`config.mk`:
```
export PLATFORM = sky130hd
export DESIGN_NAME = msdap_conv_scheduler
export DESIGN_NICKNAME = d
export VERILOG_FILES = /design/src/rtl/msdap_conv_scheduler.sv
export SDC_FILE = /design/constraint.sdc
export NUM_CORES = 1
export LEC_CHECK = 0
export ABC_AREA = 1
export CORE_MARGIN = 5
export CORE_UTILIZATION = 30
export CTS_BUF_LIST = sky130_fd_sc_hd__clkbuf_8 sky130_fd_sc_hd__clkbuf_16
export DETAILED_ROUTE_END_ITERATION = 8
export PLACE_DENSITY_LB_ADDON = 0.3
export SLEW_MARGIN = 30
export SYNTH_ARGS = -nofsm -noshare
export SYNTH_HDL_FRONTEND = slang
export SYNTH_SLANG_ARGS = --single-unit
```
`constraint.sdc`:
```
create_clock -name clk -period 2.4 [get_ports clk]
set_clock_uncertainty 0.2 [all_clocks]
set_input_delay 0.36 -clock clk [delete_from_list [all_inputs] [get_ports clk]]
set_output_delay 0.36 -clock clk [all_outputs]
set_load 0.1 [all_outputs]
```
`src/rtl/msdap_conv_scheduler.sv`:
```
// One-channel MSDAP convolution sequencer: walks Rj/coeff/data memories and shift-accumulates y.
// Build option MSDAP_ZERO_SKIP_EN: zero-length groups finish in LOAD without a SHIFT cycle.
module msdap_conv_scheduler (
    input  logic        clk,
    input  logic        rst_n,
    input  logic        start,
    input  logic        abort,
    input  logic [7:0]  newest_addr,
    output logic [3:0]  rj_addr,
    input  logic [15:0] rj_data,
    output logic [8:0]  coeff_addr,
    input  logic [15:0] coeff_data,
    output logic [7:0]  data_addr,
    input  logic [15:0] data_in,
    output logic [39:0] y_out,
    output logic        y_valid,
    output logic        busy,
    output logic        overrun
);

    // state   | meaning
    // S_IDLE  | waiting for start; address outputs hold
    // S_LOAD  | read tap count of group j
    // S_ACCUM | one tap per cycle into acc
    // S_SHIFT | acc >>>= 1, advance group
    // S_DONE  | y_out valid, y_valid high
    typedef enum logic [2:0] {
        S_IDLE,
        S_LOAD,
        S_ACCUM,
        S_SHIFT,
        S_DONE
    } state_t;

    state_t state, state_next;

    logic signed [41:0] acc;
    logic signed [41:0] ext;
    logic signed [41:0] acc_sum;
    logic signed [41:0] acc_half;
    logic [7:0]         base;
    logic [3:0]         j;
    logic [8:0]         cp;
    logic [8:0]         cnt;
    logic [8:0]         rj_cnt;
    logic [7:0]         tap_addr;
    logic [7:0]         data_addr_q;
    logic               last_group;
    logic               unused_bits;

    assign rj_cnt     = rj_data[8:0];
    assign last_group = (j == 4'd15);
    assign tap_addr   = base - coeff_data[7:0];
    assign ext        = {{10{data_in[15]}}, data_in, 16'h0000};
    assign acc_sum    = coeff_data[8] ? (acc - ext) : (acc + ext);
    assign acc_half   = acc >>> 1;
    assign unused_bits = ^{rj_data[15:9], coeff_data[15:9]};

    assign rj_addr    = j;
    assign coeff_addr = cp;
    // the sample address must be live during ACCUM for the combinational read; otherwise hold it
    assign data_addr  = (state == S_ACCUM) ? tap_addr : data_addr_q;
    assign y_valid    = (state == S_DONE);
    assign busy       = (state != S_IDLE);

    always_ff @(posedge clk or negedge rst_n) begin
        if (!rst_n) state <= S_IDLE;
        else        state <= state_next;
    end

    always_comb begin
        state_next = state;
        case (state)
            S_IDLE:  if (start) state_next = S_LOAD;
            S_LOAD: begin
`ifdef MSDAP_ZERO_SKIP_EN
                if (rj_cnt != 9'd0)  state_next = S_ACCUM;
                else if (last_group) state_next = S_DONE;
                else                 state_next = S_LOAD;
`else
                if (rj_cnt != 9'd0) state_next = S_ACCUM;
                else                state_next = S_SHIFT;
`endif
            end
            S_ACCUM: if (cnt == 9'd1) state_next = S_SHIFT;
            S_SHIFT: state_next = last_group ? S_DONE : S_LOAD;
            S_DONE:  state_next = S_IDLE;
            default: state_next = S_IDLE;
        endcase
        if (abort) state_next = S_IDLE;
    end

    always_ff @(posedge clk or negedge rst_n) begin
        if (!rst_n) begin
            acc         <= '0;
            base        <= '0;
            j           <= '0;
            cp          <= '0;
            cnt         <= '0;
            data_addr_q <= '0;
            y_out       <= '0;
            overrun     <= 1'b0;
        end else begin
            overrun <= start && (state != S_IDLE);
            if (abort) begin
                acc <= '0;
            end else begin
                case (state)
                    S_IDLE: begin
                        if (start) begin
                            base <= newest_addr;
                            acc  <= '0;
                            j    <= '0;
                            cp   <= '0;
                        end
                    end
                    S_LOAD: begin
                        cnt <= rj_cnt;
`ifdef MSDAP_ZERO_SKIP_EN
                        if (rj_cnt == 9'd0) begin
                            acc <= acc_half;
                            if (last_group) y_out <= acc_half[39:0];
                            else            j     <= j + 4'd1;
                        end
`endif
                    end
                    S_ACCUM: begin
                        acc         <= acc_sum;
                        cp          <= cp + 9'd1;
                        cnt         <= cnt - 9'd1;
                        data_addr_q <= tap_addr;
                    end
                    S_SHIFT: begin
                        acc <= acc_half;
                        // y_out is loaded on entry to DONE so it is valid alongside y_valid
                        if (last_group) y_out <= acc_half[39:0];
                        else            j     <= j + 4'd1;
                    end
                    default: ;
                endcase
            end
        end
    end

endmodule

```
==> metrics.txt <==
status=finished, violations left; failing checks=setup timing; layout cells sized above 1=roughly two fifths; ant diodes=0; initial antenna violation count=1; Reg2Reg Depth=15; P_leak=6.331 nW; Max transition margin=69.71%; dpl cells=between 1500 and 2000; CTS root buffer=clkbuf_16; WHS=around 0.12 ns; FF+latch count, synth=~120; Bufs on Longest Clock Path=2; slowest CP cell=fa_2; CP Data Arrival Time=~2.3 ns; stages on the worst setup path=11; final hold violations=0; crit-path max cell delay=0.37 ns; register area share after synthesis=between 30% and 40%; drt first-iter violations=480; Worst Path Buf+Inv=2; top cell type by total area after synthesis=dfrtp_1; drt total wl=26.63 mm; dpl hpwl=18.72 mm; origin of the worst setup path=base[0]$_DFFE_PN0P_; P per Cell Area=between 700 and 800 nW/µm²; multi-input logic area=approximately 5600 µm²; Fin Setup TNS=-4.975 ns; design area=roughly 13000 µm²; ranking of synthesized cells by area=dfrtp_1, nand2_1, inv_1; Crit Path Max Fanout=2; final worst slack=-0.4546 ns; syn_nets=roughly 1200; crit path kind=reg2out; Placement Rows=slightly below 60; # DRC=0; post-route clock period utilization=118.9%; Syn Std Cell Area=approximately 7900 µm²; clock sink count=roughly 120; fin nets=1507; CTS tree=done; WL per Instance=about 15 µm; RSZ-0062 raised after global routing=true; final-layout fill cell count=roughly 2400; Setup-failing EPs final=27; async set-reset flop share out of synthesis=100.0%; gr ovfl total=0; total core area=26060 µm²; register-to-register setup slack=approximately 0.15 ns; Hold Crit Class=in2async; CP required=about 1.8 ns; Slew @ Worst Pin=approximately 0.45 ns; Non-Filler Instances=about 1800; Die W=approximately 170 µm; Placer Congestion=approximately 0.96; Antenna Nets Post-Route=0; Initial Util=between 30% and 40%; clock period minus worst slack=roughly 2.9 ns; crit-path cells=inv_2, ha_4, fa_2, o21ai_2, a21oi_1, nor2_1, nor2_2, xnor2_2, nand2_2, nand2_8, buf_12; Clock Latency Late Sink=0.42 ns; RR Startpoint=acc[16]$_DFFE_PN0P_; EDFF count, synth=0; first-pass GRT wire length=42.19 mm; DIE HEIGHT=~170 µm; Via-to-Cell Ratio=between 4 and 5; Syn. warnings=0; IO Port Bufs=approximately 110; CP startpoint kind=register; Post-synth top flop=dfrtp_1; register area=between 3000 and 4000 µm²; library cells used by synthesis=43; Ports=124; via count=between 8000 and 9000; Syn Inst Count=roughly 1100; maxcap violations=0; clk slew on worst S/H paths=approximately 0.06 ns; RR Endpoint=acc[34]$_DFFE_PN0P_; crit path capture type=output pin; Max H-tree Level=4; largest net degree at the start of global routing=75; maximum clock frequency=350.3 MHz; area of the die=slightly below 30000 µm²; worst setup path end=data_addr[6]; Post-DP Area=between 10000 and 15000 µm²; pins over their slew limit=0; vias in the first global route=about 8500; Worst VDD drop=1.262 mV; Area Growth Syn to Fin=62.28%; CTS buffer count=17; CP delay by family, top=adder cells; top cell type's share of synthesized area=38.83%; Post-Route Utilization=49.37%; GRT Overall Usage=~17%; syn_area_per_cell=roughly 6.9 µm²; DR pass1 iterations=7
==> synthesized netlist by cell type (3+ instances only) <==
| master | instances |
|---|---|
| nand2_1 | 403 |
| inv_1 | 185 |
| dfrtp_1 | 123 |
| o21ai_0 | 79 |
| nor2_1 | 69 |
| nand3_1 | 49 |
| ha_1 | 37 |
| a21oi_1 | 31 |
| o21ai_1 | 26 |
| o22ai_1 | 21 |
| xnor2_1 | 15 |
| clkbuf_1 | 14 |
| nand4_1 | 13 |
| xor2_1 | 11 |
| nor3_1 | 8 |
| inv_2 | 6 |
| buf_2 | 5 |
| nand3b_1 | 5 |
| a22oi_1 | 4 |
| buf_1 | 3 |
| buf_6 | 3 |
| nor2_4 | 3 |
==> layout make-up <==
type | count | share of cell area (%)
Inverter | 192 | 5.904
Clock buffer | 18 | 3.414
Clock inverter | 14 | 1.332
Tap cell | 335 | 3.258
Multi-Input combinational cell | 803 | 43.44
Timing Repair Buffer | 271 | 18.71
Sequential cell | 123 | 23.94
==> kinds of logic (layout without fill, tap and decap cells) <==
logic type	after synthesis	after routing	share of synthesized area [%]
simple gates	560	560	28.84
buf+inv	217	495	10.64
compound gates	177	177	12.36
flops	123	123	38.83
fa+ha+maj	39	39	6.345
xor+xnor	26	26	2.872
mux	1	1	0.1263
==> cells in the final DEF (no fill, tap or decap), types with 18 or more instances in the layout <==
cell type and instances:
buf_4 183, nand2_1 306, clkdlybuf4s50_1 24, nor2_4 19, buf_6 30, nand2_4 27
ha_4 25, o21ai_0 45, o22ai_1 18, inv_1 150, o21ai_1 39, nand2_2 65
inv_2 31, nand3_1 26, nor2_1 38, dfrtp_1 121
==> worst reg2reg max path: stages, from the launching register on <==
cell     delay (ns)
dfrtp_1        0.37
inv_1          0.07
ha_1           0.14
inv_1          0.07
fa_2           0.38
nand3_2        0.11
inv_1          0.10
buf_4          0.15
nand3_2        0.08
nand3_4        0.10
nand2_1        0.09
nand3_1        0.07
nand3_1        0.08
nand2_1        0.05
nand2_1        0.05
nand2_1        0.05
==> through the flow <==
stage          setup slack, ns  power, W
2_1_floorplan          -0.2422  0.004865
3_3_place_gp            -1.269  0.006193
3_5_place_dp            -1.289  0.006228
4_1_cts                -0.5056  0.009484
5_1_grt                -0.5808   0.01031
6_report               -0.4546  0.009823
==> state kept, by name, summed over array words and instances, names as in the netlist <==
name         count
base             8
acc             41
rj_addr          4
cnt              9
coeff_addr       9
state            3
overrun          1
data_addr_q      8
y_out           40
==> metal layers <==
| metal | wire (µm) | global-route usage (%) | share of wire (%) | vias up |
|---|---|---|---|---|
| met2 | 13350 | 30.11 | 50 | 182 |
| met1 | 11550 | 21.34 | 43 | 3866 |
| met4 | 478 | 4.160 | 1.8 | 2 |
| met3 | 1246 | 3.624 | 4.7 | 44 |
| met5 | 7 | 0 | 0.026 | - |
| li1 | - | - | - | 4157 |
==> how the worst min path moves through the flow <==
stage / depth (start not counted) / endpoint / slack, ns / startpoint
global placement: 1 / acc[35]$_DFFE_PN0P_ / -0.007 / rst_n
global route: 2 / acc[35]$_DFFE_PN0P_ / 0.13 / rst_n
finish: 2 / acc[35]$_DFFE_PN0P_ / 0.12 / rst_n
floorplan: 0 / acc[10]$_DFFE_PN0P_ / -0.14 / rst_n
CTS: 2 / acc[35]$_DFFE_PN0P_ / 0.11 / rst_n
detailed placement: 1 / acc[35]$_DFFE_PN0P_ / -0.008 / rst_n
==> what timing repair did <==
item / CTS / global route
buffers inserted: 31 / 20
pin swaps: 127 / 131
hold buffers: 1 / 0
resized for setup: 260 / 155
hold endpoints to repair: 123 / 0
setup endpoints to repair: 30 / 29
==> where the power goes <==
group / leakage [nW] / total, W / internal (W) / switching, W
clock: 0.298 / 0.00268 / 0.00166 / 0.00101
combinational: 4.43 / 0.00460 / 0.00187 / 0.00273
sequential: 1.60 / 0.00255 / 0.00234 / 0.000209
Power figures use the tool's default switching activity.
